`src/rtl/seven_seg_mux.sv`:
```
// seven_seg_mux
//   Time-multiplexed driver for NUM_DIGITS common-anode 7-segment digits that
//   share one segment bus. Each digit owns a slot of REFRESH_CYCLES clocks.
//   The first BLANK_CYCLES clocks of every slot are dead time, with all
//   outputs off, to suppress ghosting.
//
//   Digit data is double buffered. A load writes the shadow register. The
//   shadow is copied to the active register only when the scan wraps back to
//   digit 0, so a frame never shows a mix of old and new data.
//
//   Handshake: there is no valid/ready pair. load is a one-cycle strobe that
//   is sampled on every rising edge, and frame_done is a one-cycle pulse the
//   consumer may count. digit_en is sampled live.
//
// Ports
//   clk, reset   system clock, synchronous active-high reset
//   en           1 = scan; 0 = all digits dark, slot counter cleared, idx held
//   load         capture digits/dp_in into the shadow register
//   digits       hex nibble per digit, digit d = digits[4d+3:4d]
//   dp_in        decimal point per digit, 1 = lit
//   digit_en     1 = digit shown, 0 = digit blanked
//   seg          active-low segments {g,f,e,d,c,b,a}
//   dp           active-low decimal point
//   anode        one-hot digit select; active low when ANODE_ACT_LOW = 1
//   digit_idx    digit that owns the presented slot
//   frame_done   one-cycle pulse when digit 0 slot 0 is presented after a wrap
module seven_seg_mux #(
  parameter int NUM_DIGITS     = 2,
  parameter int REFRESH_CYCLES = 24000,
  parameter int BLANK_CYCLES   = 200,
  parameter int ANODE_ACT_LOW  = 1
) (
  input  logic                                              clk,
  input  logic                                              reset,
  input  logic                                              en,
  input  logic                                              load,
  input  logic [4*NUM_DIGITS-1:0]                           digits,
  input  logic [NUM_DIGITS-1:0]                             dp_in,
  input  logic [NUM_DIGITS-1:0]                             digit_en,
  output logic [6:0]                                        seg,
  output logic                                              dp,
  output logic [NUM_DIGITS-1:0]                             anode,
  output logic [$clog2((NUM_DIGITS > 1) ? NUM_DIGITS : 2)-1:0] digit_idx,
  output logic                                              frame_done
);

  localparam int CNT_W = $clog2((REFRESH_CYCLES > 1) ? REFRESH_CYCLES : 2);
  localparam int IDX_W = $clog2((NUM_DIGITS > 1) ? NUM_DIGITS : 2);

  localparam logic [CNT_W-1:0]      CNT_LAST  = CNT_W'(REFRESH_CYCLES - 1);
  localparam logic [CNT_W-1:0]      CNT_BLANK = CNT_W'(BLANK_CYCLES);
  localparam logic [IDX_W-1:0]      IDX_LAST  = IDX_W'(NUM_DIGITS - 1);
  localparam logic [NUM_DIGITS-1:0] ANODE_OFF = (ANODE_ACT_LOW != 0) ? '1 : '0;

  // Per-slot phase. It is a pure function of the slot counter, so the
  // counter is the state register.
  typedef enum logic {
    PH_BLANK = 1'b0,
    PH_SHOW  = 1'b1
  } phase_t;

  logic [CNT_W-1:0]                 slot_cnt, slot_cnt_next;
  logic [IDX_W-1:0]                 idx, idx_next;
  logic [NUM_DIGITS-1:0][3:0]       shadow, active;
  logic [NUM_DIGITS-1:0]            shadow_dp, active_dp;
  logic                             wrap_pending;
  logic                             slot_wrap, frame_wrap;
  phase_t                           phase;
  logic [6:0]                       seg_next;
  logic                             dp_next;
  logic [NUM_DIGITS-1:0]            anode_on, anode_next;

  function automatic logic [6:0] decode(input logic [3:0] hex);
    logic [6:0] s;
    case (hex)
      4'h0: s = 7'h40;
      4'h1: s = 7'h79;
      4'h2: s = 7'h24;
      4'h3: s = 7'h30;
      4'h4: s = 7'h19;
      4'h5: s = 7'h12;
      4'h6: s = 7'h02;
      4'h7: s = 7'h78;
      4'h8: s = 7'h00;
      4'h9: s = 7'h18;
      4'hA: s = 7'h08;
      4'hB: s = 7'h03;
      4'hC: s = 7'h46;
      4'hD: s = 7'h21;
      4'hE: s = 7'h06;
      default: s = 7'h0E;
    endcase
    return s;
  endfunction

  assign slot_wrap  = (slot_cnt == CNT_LAST);
  // The wrap from the last digit back to digit 0 marks a frame boundary.
  assign frame_wrap = en && slot_wrap && (idx == IDX_LAST);

  always_comb begin
    slot_cnt_next = slot_cnt;
    idx_next      = idx;
    phase         = PH_BLANK;
    seg_next      = 7'h7F;
    dp_next       = 1'b1;
    anode_on      = '0;

    if (!en) begin
      slot_cnt_next = '0;
    end else if (slot_wrap) begin
      slot_cnt_next = '0;
      idx_next      = (idx == IDX_LAST) ? '0 : idx + 1'b1;
    end else begin
      slot_cnt_next = slot_cnt + 1'b1;
    end

    // A digit blanked through digit_en looks exactly like dead time.
    if (en && (slot_cnt >= CNT_BLANK) && digit_en[idx]) begin
      phase = PH_SHOW;
    end

    if (phase == PH_SHOW) begin
      seg_next      = decode(active[idx]);
      dp_next       = ~active_dp[idx];
      anode_on[idx] = 1'b1;
    end

    anode_next = (ANODE_ACT_LOW != 0) ? ~anode_on : anode_on;
  end

  always_ff @(posedge clk) begin
    if (reset) begin
      slot_cnt     <= '0;
      idx          <= '0;
      shadow       <= '0;
      shadow_dp    <= '0;
      active       <= '0;
      active_dp    <= '0;
      wrap_pending <= 1'b0;
      seg          <= 7'h7F;
      dp           <= 1'b1;
      anode        <= ANODE_OFF;
      digit_idx    <= '0;
      frame_done   <= 1'b0;
    end else begin
      slot_cnt     <= slot_cnt_next;
      idx          <= idx_next;
      seg          <= seg_next;
      dp           <= dp_next;
      anode        <= anode_next;
      // Outputs lag the counter by one cycle. The wrap is remembered for one
      // edge so that the pulse lines up with digit 0 slot 0 being presented.
      wrap_pending <= frame_wrap;
      frame_done   <= en & wrap_pending;
      if (en) begin
        digit_idx <= idx;
      end
      // This copy reads the old shadow, so a load on the wrap edge itself
      // reaches the display one frame later.
      if (frame_wrap) begin
        active    <= shadow;
        active_dp <= shadow_dp;
      end
      if (load) begin
        shadow    <= digits;
        shadow_dp <= dp_in;
      end
    end
  end

endmodule

```
`config.mk`:
```
export PLATFORM = sky130hd
export DESIGN_NAME = seven_seg_mux
export DESIGN_NICKNAME = d
export VERILOG_FILES = /design/src/rtl/seven_seg_mux.sv
export SDC_FILE = /design/constraint.sdc
export NUM_CORES = 1
export LEC_CHECK = 0
export BUFFER_PORTS_ARGS = -buffer_cell sky130_fd_sc_hd__buf_2
export CAP_MARGIN = 30
export CORE_ASPECT_RATIO = 2
export CORE_MARGIN = 2
export CORE_UTILIZATION = 56
export CTS_BUF_LIST = sky130_fd_sc_hd__clkbuf_16
export DETAILED_ROUTE_END_ITERATION = 16
export GPL_TIMING_DRIVEN = 0
export PLACE_DENSITY = 0.88
export SLEW_MARGIN = 40
export SYNTH_ARGS = -nofsm -noshare
export SYNTH_HDL_FRONTEND = slang
export SYNTH_SLANG_ARGS = --single-unit
```
`constraint.sdc`:
```
create_clock -name clk -period 2.3 [get_ports clk]
set_input_delay 0.23 -clock clk [delete_from_list [all_inputs] [get_ports clk]]
set_output_delay 0.23 -clock clk [all_outputs]
set_load 0.05 [all_outputs]
```
==> flow_summary.ini, run 1 <==
[synth]
syn_area_um2 = 2140
synthesis.nets = 248
synth_top_area_frac = 0.458
synth.area.top_cells = dfxtp_1 46%, mux2i_1 13%, nor2_1 7.0%
yosysTopAreaCell = dfxtp_1
syn_area_per_cell_um2 = 9.51
ys_warn_count = 0
postSynthCellCount = 225
yosysUniqueCellTypes = 39
synth-seq-cells = 49
yosysSeqAreaShare = 0.458

[cells_and_area]
multi_input_area_um2 = 1100
seq_area_um2 = 981
n_antenna_cell = 0
num-nets-final = 279
areaGrowthSynthToFinish_pct = 15.6
nFillCells = 313
layout-drive-gt1-share = 0.176

[floorplanning]
die_h_um = 91.4
core_area_um2 = 3650
rows = 31
io_pins = 28
fp.dieW_um = 47.7
initial_core_util = 0.587
die-area_um2 = 4360

[worst_setup_path]
crit_arrival_ps = 2120
cp_max_fo = 10
worstPathRequired_ps = 2420
start_kind = flop
cp-end-kind = flop
path_class = reg2reg

[timing]
skew_ps = 5.05
setup_violations = 0
setup_slack_ps = 295
finalCriticalPeriod_ps = 2000
fmax_ghz = 0.499
rsz0062_at_grt = no
period_share = 0.872
hold_viol_final = 0
maxSlewViolCount = 0
tightest_slew_ps = 708
relSlewSlack = 0.528

[clock_tree]
cts.htree.levels = 2
root_buffer = clkbuf_16
cts_tree = done
cts_buffers = 5
post_cts_buffers = 0
clk_latency_ps = 280
clockBufferDepth = 2
path_clk_slew_ps = 60
holdBufCountCts = 0
clock-sinks = 49

[place]
gp_congestion = 0.894
dp_slack_ps = -51.6
dpl.hpwl_mm = 3.05
io_buffers = 25

[detailed_routing]
num_vias = 1677
drcViolationCount = 0
first_pass_iters = 4
wl_per_cell_um = 13.6
wl_mm = 4.13
viasPerCell = 5.50
drt_iter0_markers = 34
drtAntennaViolNets = 0

[hold_path]
hp-class = in2reg

[flow_run]
cap_violations = 0

[pwr]
ir_drop_mv = 0.639
power.density_nw_per_um2 = 641
p_total_w = 0.00159
leakage_nw = 0.951

[grt]
grt_start_max_net_pins = 14
antenna_found_initial = 0
grt_overflow = 0
grt_usage = 0.222
grt_first_pass_wirelength_mm = 7.14
grt_pass1_vias = 1684

[outcome]
status = complete, no violations
-- timing repair --
| item | in CTS | in global routing |
|---|---|---|
| gates resized for setup | 1 | 3 |
| gates cloned | 0 | 0 |
| setup endpoints to repair | 3 | 6 |
-- critical path, cell delays in order (launching register included) --
cell and delay (ps):
dfxtp_1 490, clkbuf_4 300, mux2i_2 340, inv_1 140, ha_1 270, mux2i_1 150, o221ai_1 160
-- stage by stage --
step                setup TNS [ps]  instances  area, µm²  hold WS (ps)  utilization
finish                           0        305       2470           179        0.679
global route                     0        305       2470           196        0.679
CTS                              0        306       2460           183        0.676
detailed placement            -143        299       2330           415        0.638
global placement                 0        299       2330           414        0.638
floorplan                        0        225       2140           377            -
-- cells in the mapped netlist, drive strengths merged --
library cell  number
o31ai              2
xor2               2
nor4               6
nor2              40
mux2i             27
nand4b             1
ha                 7
mux2               2
and2               1
nand4bb            1
or4                1
a21oi              5
o311ai             2
o21ai              3
dfxtp             49
nor2b              3
inv                9
a21o               1
or2                1
xnor2             11
or3                1
buf                5
nand3              9
nor3               6
a311oi             1
o22a               1
nand2             14
nand4              3
clkbuf             5
o221ai             2
o22ai              1
a211oi             2
o211ai             1
-- cell families (layout without fill, tap and decap cells) --
group,count (synthesis),count (layout),share of synthesized area
muxes,29,29,0.137
DFF,49,49,0.458
AOI/OAI and AO/OA,21,21,0.0690
adders and majority gates,7,7,0.0409
and+or+nand+nor,87,87,0.205
buffers and inverters,19,50,0.0374
xor gates and xnor gates,13,13,0.0532
-- metal layers --
layer | GRT usage | share of wire | vias up
met5 | 0 | 0 | -
met4 | 0.140 | 0.038 | 0
met3 | 0.0457 | 0.035 | 14
met2 | 0.377 | 0.56 | 40
met1 | 0.222 | 0.37 | 788
li1 | - | - | 835
-- registers in the layout, indices dropped and copies added (netlist names), 2 cells and up --
| signal | flops |
|---|---|
| anode | 2 |
| shadow_dp | 2 |
| shadow | 8 |
| slot_cnt | 15 |
| active | 8 |
| active_dp | 2 |
| seg | 7 |
-- placed cells by master, fill, tap and decap left out, types with 2 or more instances in the layout --
cell type and n:
o31ai_1 2, nor2_1 40, o221ai_1 2, nand2_1 14, nand3_1 9, buf_2 28, nor4_1 5, inv_1 10
a211oi_1 2, xnor2_1 11, nand4_2 2, clkbuf_1 4, a21oi_1 5, mux2_2 2, nor3_1 6, dfxtp_1 49
nor2b_1 3, xor2_1 2, clkbuf_16 5, mux2i_1 25, ha_1 7
-- worst paths after layout --
path / start / end / slack (ps) / cells after the start
setup / recovery: idx / seg[6] / 300 / 6
hold / removal: digits[7] / shadow[7] / 180 / 3
setup reg to reg: idx / seg[6] / 300 / 6
hold reg to reg: wrap_pending / frame_done / 420 / 1
-- final cells by class --
class,instances,area share
plain buffers,9,0.0182
clock buffers,5,0.0506
clock inverters,2,0.00303
inverters,9,0.0137
multi-input cells,157,0.443
flip-flops and latches,49,0.396
well taps,49,0.0248
repair buffers,25,0.0506
-- report_power, final --
part / internal, W / total, W / switching [W] / leakage (nW)
Sequential: 0.000861 / 0.000868 / 0.00000750 / 0.397
Combinational: 0.0000237 / 0.0000532 / 0.0000295 / 0.485
Clock: 0.000388 / 0.000666 / 0.000277 / 0.0685
Note: power is estimated with default switching activity, not from simulation.
==> run 2, diff against run 1 <==
--- a/config.mk
+++ b/config.mk
@@ -13,7 +13,7 @@
 export CTS_BUF_LIST = sky130_fd_sc_hd__clkbuf_16
 export DETAILED_ROUTE_END_ITERATION = 16
 export GPL_TIMING_DRIVEN = 0
-export PLACE_DENSITY = 0.88
+export PLACE_DENSITY = 0.83
 export SLEW_MARGIN = 40
 export SYNTH_ARGS = -nofsm -noshare
 export SYNTH_HDL_FRONTEND = slang
==> flow_summary.ini, run 2 (synthesis results as in run 1) <==
[timing]
relSlewSlack = 0.522
fmax_ghz = 0.460
rsz0062_at_grt = no
hold_viol_final = 0
maxSlewViolCount = 0
skew_ps = 2.37
tightest_slew_ps = 717
finalCriticalPeriod_ps = 2170
setup_violations = 0
period_share = 0.945
setup_tns_ps = 0
whs_ps = 173

[worst_setup_path]
path_class = reg2reg
cp-end-kind = flop
crit_arrival_ps = 2370
crit_chain = clkbuf_1, clkbuf_4, mux2i_2, ha_1, nor2_1, a211oi_1, o31ai_1
r2r_slack_ps = 130
r2r_end = seg[3]
cp_slowest_cell = mux2i_2
r2r_cells = 7
worstPathRequired_ps = 2500
critPathMaxStageDelay_ps = 380
start_kind = flop
cp_max_fo = 10
r2r-start = idx

[floorplanning]
die-area_um2 = 4360
rows = 31
io_pins = 28
fp.dieW_um = 47.7
initial_core_util = 0.587
core_area_um2 = 3650
die_h_um = 91.4

[cells_and_area]
num-nets-final = 280
largestRegisters = slot_cnt x15, active x8, shadow x8
final_cell_mix = 49 x dfxtp_1, 40 x nor2_1, 28 x buf_2
nFillCells = 324
areaGrowthSynthToFinish_pct = 16.0
regMostFlops = slot_cnt
n_antenna_cell = 0
layout-drive-gt1-share = 0.178
largest_reg_flops = 15
final_common_cell = dfxtp_1

[clock_tree]
holdBufCountCts = 0
clk_latency_ps = 290
root_buffer = clkbuf_16
clockBufferDepth = 2
path_clk_slew_ps = 60
cts_buffers = 5
clock-sinks = 49
cts.htree.levels = 2
cts_tree = done

[hold_path]
hold_path_depth = 3
min_to = shadow[5]
min_from = digits[5]
hp-class = in2reg

[pwr]
ir_drop_mv = 0.670
power.density_nw_per_um2 = 651
leakage_nw = 0.953

[grt]
grt_overflow = 0
grt_first_pass_wirelength_mm = 6.81
grt_start_max_net_pins = 15
antenna_found_initial = 0
grt_pass1_vias = 1609
grt_usage = 0.217

[detailed_routing]
first_pass_iters = 4
drt_iter0_markers = 35
drcViolationCount = 0
num_vias = 1672
wl_per_cell_um = 13.8
wl_mm = 4.23
viasPerCell = 5.45
drtAntennaViolNets = 0

[place]
dpl.hpwl_mm = 3.16
io_buffers = 25
gp_congestion = 0.837

[flow_run]
cap_violations = 0

[outcome]
status = complete, no violations
## run 2: worst max-delay path by stage
stage                     from     end  slack, ps  cells past startpoint
final                      idx  seg[3]        130                      7
after global routing       idx  seg[5]         10                      8
after CTS                  idx  seg[5]         60                      8
after detailed placement   idx  seg[5]       -110                      8
after global placement     idx  seg[5]         10                      8
after floorplan            idx  seg[5]        370                      8
## run 2: layer usage
metal | up-vias | share of wire | track usage
li1 | 835 | - | -
met1 | 789 | 0.36 | 0.190
met2 | 40 | 0.58 | 0.400
met3 | 8 | 0.034 | 0.0497
met4 | 0 | 0.024 | 0.117
met5 | - | 0 | 0
## run 2: repair_timing
action	4_1_cts	5_1_grt
buffers inserted	0	0
resized for setup	1	3
endpoints found under the setup margin	5	4
## run 2: metrics by stage
step	utilization	cells	power [W]	instance area, µm²	setup WS [ps]
final	0.681	307	0.00162	2480	127
after global routing	0.681	307	0.00167	2480	12.3
after CTS	0.677	307	0.00163	2470	57.7
after detailed placement	0.638	299	0.000941	2330	-105
after global placement	0.638	299	0.000939	2330	13.8
after floorplan	-	225	0.000919	2140	374
## run 2: area by class of cell
cell class	instances	area [µm²]	area share
multi-input cells	157	1100	0.441
flip-flops and latches	49	981	0.395
clock buffers	5	125	0.0504
repair buffers	25	125	0.0504
well taps	49	61.3	0.0247
plain buffers	10	48.8	0.0196
inverters	9	33.8	0.0136
clock inverters	3	12.5	0.00504
## run 2: worst max-delay path: cells and delay by family (launching register included)
family / cells / cell delay, ps
buffers and inverters: 2 / 580
muxes: 1 / 380
adders and majority gates: 1 / 340
AOI/OAI and AO/OA: 2 / 320
DFF: 1 / 310
and+or+nand+nor: 1 / 150
## run 2: where the power goes
group	internal [W]	switching [W]	total [W]	leakage (nW)
clock network	0.000393	0.000303	0.000696	0.0687
registers	0.000861	0.00000736	0.000868	0.397
logic	0.0000237	0.0000299	0.0000536	0.487
total	0.00128	0.000340	0.00162	0.953
==> run 3, diff against run 2 <==
--- a/config.mk
+++ b/config.mk
@@ -7,13 +7,15 @@
 export LEC_CHECK = 0
 export BUFFER_PORTS_ARGS = -buffer_cell sky130_fd_sc_hd__buf_2
 export CAP_MARGIN = 30
+export CELL_PAD_IN_SITES_DETAIL_PLACEMENT = 1
+export CELL_PAD_IN_SITES_GLOBAL_PLACEMENT = 1
 export CORE_ASPECT_RATIO = 2
 export CORE_MARGIN = 2
-export CORE_UTILIZATION = 56
+export CORE_UTILIZATION = 43
 export CTS_BUF_LIST = sky130_fd_sc_hd__clkbuf_16
 export DETAILED_ROUTE_END_ITERATION = 16
 export GPL_TIMING_DRIVEN = 0
-export PLACE_DENSITY = 0.83
+export PLACE_DENSITY = 0.82
 export SLEW_MARGIN = 40
 export SYNTH_ARGS = -nofsm -noshare
 export SYNTH_HDL_FRONTEND = slang
==> flow_summary.ini, run 3 (synthesis results as in run 1) <==
[outcome]
status = complete, no violations

[grt]
grt_overflow = 0
grt_usage = 0.208
grt_first_pass_wirelength_mm = 8.54
grt_pass1_vias = 1865
grt_start_max_net_pins = 17
antenna_found_initial = 0

[cells_and_area]
regMostFlops = slot_cnt
num-nets-final = 279
areaGrowthSynthToFinish_pct = 18.3
n_antenna_cell = 0
nFillCells = 588
final_cell_mix = 49 x dfxtp_1, 40 x nor2_1, 28 x buf_2
final_common_cell = dfxtp_1
instances_no_fill = 314
layout-drive-gt1-share = 0.187
largestRegisters = slot_cnt x15, active x8, shadow x8
largest_reg_flops = 15

[clock_tree]
cts_tree = done
root_buffer = clkbuf_16
cts_buffers = 5
clockBufferDepth = 2
clock-sinks = 49
clk_latency_ps = 290
path_clk_slew_ps = 70
cts.htree.levels = 2

[place]
dp_cells = 307
dpl.hpwl_mm = 3.85
gp_congestion = 0.818
io_buffers = 25
dp_slack_ps = -214

[detailed_routing]
wl_mm = 5.06
drcViolationCount = 0
num_vias = 1752
drtAntennaViolNets = 0
first_pass_iters = 4
viasPerCell = 5.58
wl_per_cell_um = 16.1
drt_iter0_markers = 17

[timing]
relSlewSlack = 0.506
whs_ps = 165
setup_tns_ps = 0
tightest_slew_ps = 741
setup_violations = 0
maxSlewViolCount = 0
fmax_ghz = 0.487
hold_viol_final = 0
skew_ps = 7.08
rsz0062_at_grt = no
finalCriticalPeriod_ps = 2050
period_share = 0.893
setup_slack_ps = 247

[pwr]
ir_drop_mv = 0.500
power.density_nw_per_um2 = 697
leakage_nw = 0.964

[hold_path]
min_from = digits[1]
hp-class = in2reg

[worst_setup_path]
path_buf_inv = 1
critPathMaxStageDelay_ps = 460
cp-end-kind = flop
worstSetupStartpoint = idx
r2r-start = idx
cp_max_fo = 10
crit_arrival_ps = 2240
start_kind = flop
crit_chain = clkbuf_4, mux2i_4, ha_1, nand2_1, a21oi_1, o31ai_1
worstPathRequired_ps = 2480
path_class = reg2reg
critPathTopFamily = flip-flops
cp_slowest_cell = dfxtp_1

[floorplanning]
core_area_um2 = 4820
io_pins = 28
fp.dieW_um = 53.9
initial_core_util = 0.444
die-area_um2 = 5590
rows = 36
die_h_um = 104

[flow_run]
cap_violations = 0
run 3: cell count changes in the layout (fill, tap and decap cells not counted):
| cell | delta |
|---|---|
| clkinv_2 | -1 |
| clkinv_1 | -2 |
| clkinv_4 | +1 |
| clkbuf_1 | -1 |
| mux2i_4 | +1 |
| clkinvlp_4 | +1 |
| bufinv_16 | +1 |
| mux2i_2 | -1 |
run 3: timing repair:
item / in CTS / in global routing
endpoints found under the setup margin: 5 / 4
buffers inserted: 0 / 0
resized for setup: 3 / 2
hold buffers: 0 / 0
run 3: final timing paths:
check | end | slack, ps | cells after the start
min | shadow[1] | 170 | 3
max | seg[3] | 250 | 6
max reg2reg | seg[3] | 250 | 6
min reg2reg | frame_done | 430 | 1
run 3: power by group:
part | total, W | internal [W] | switching (W)
clock network | 0.000841 | 0.000515 | 0.000326
registers | 0.000868 | 0.000860 | 0.00000781
logic | 0.0000557 | 0.0000238 | 0.0000319
run 3: layout make-up:
cell class                 count  area, µm²  area share
sequential                    49        981       0.387
timing repair buffer          25        125      0.0494
clock inverter                 3       46.3      0.0183
buffer                         9       45.0      0.0178
clock buffer                   5        125      0.0494
inverter                       9       33.8      0.0133
tap                           57       71.3      0.0282
multi-input combinational    157       1100       0.436
run 3: worst min-delay path: stages:
cell and delay (ps):
buf_2 70, mux2i_1 50, nor2_1 70
run 3: stage by stage:
| stage | instance area (µm²) | util | total power (W) |
|---|---|---|---|
| floorplan | 2140 | - | 0.000919 |
| global placement | 2340 | 0.485 | 0.000941 |
| detailed placement | 2340 | 0.485 | 0.000944 |
| CTS | 2520 | 0.524 | 0.00178 |
| global route | 2530 | 0.525 | 0.00182 |
| finish | 2530 | 0.525 | 0.00176 |
run 3: routing by layer:
metal / track usage / part of all wire
met2: 0.393 / 0.60
met1: 0.190 / 0.34
met5: 0 / 0
met4: 0.0916 / 0.031
met3: 0.0461 / 0.028
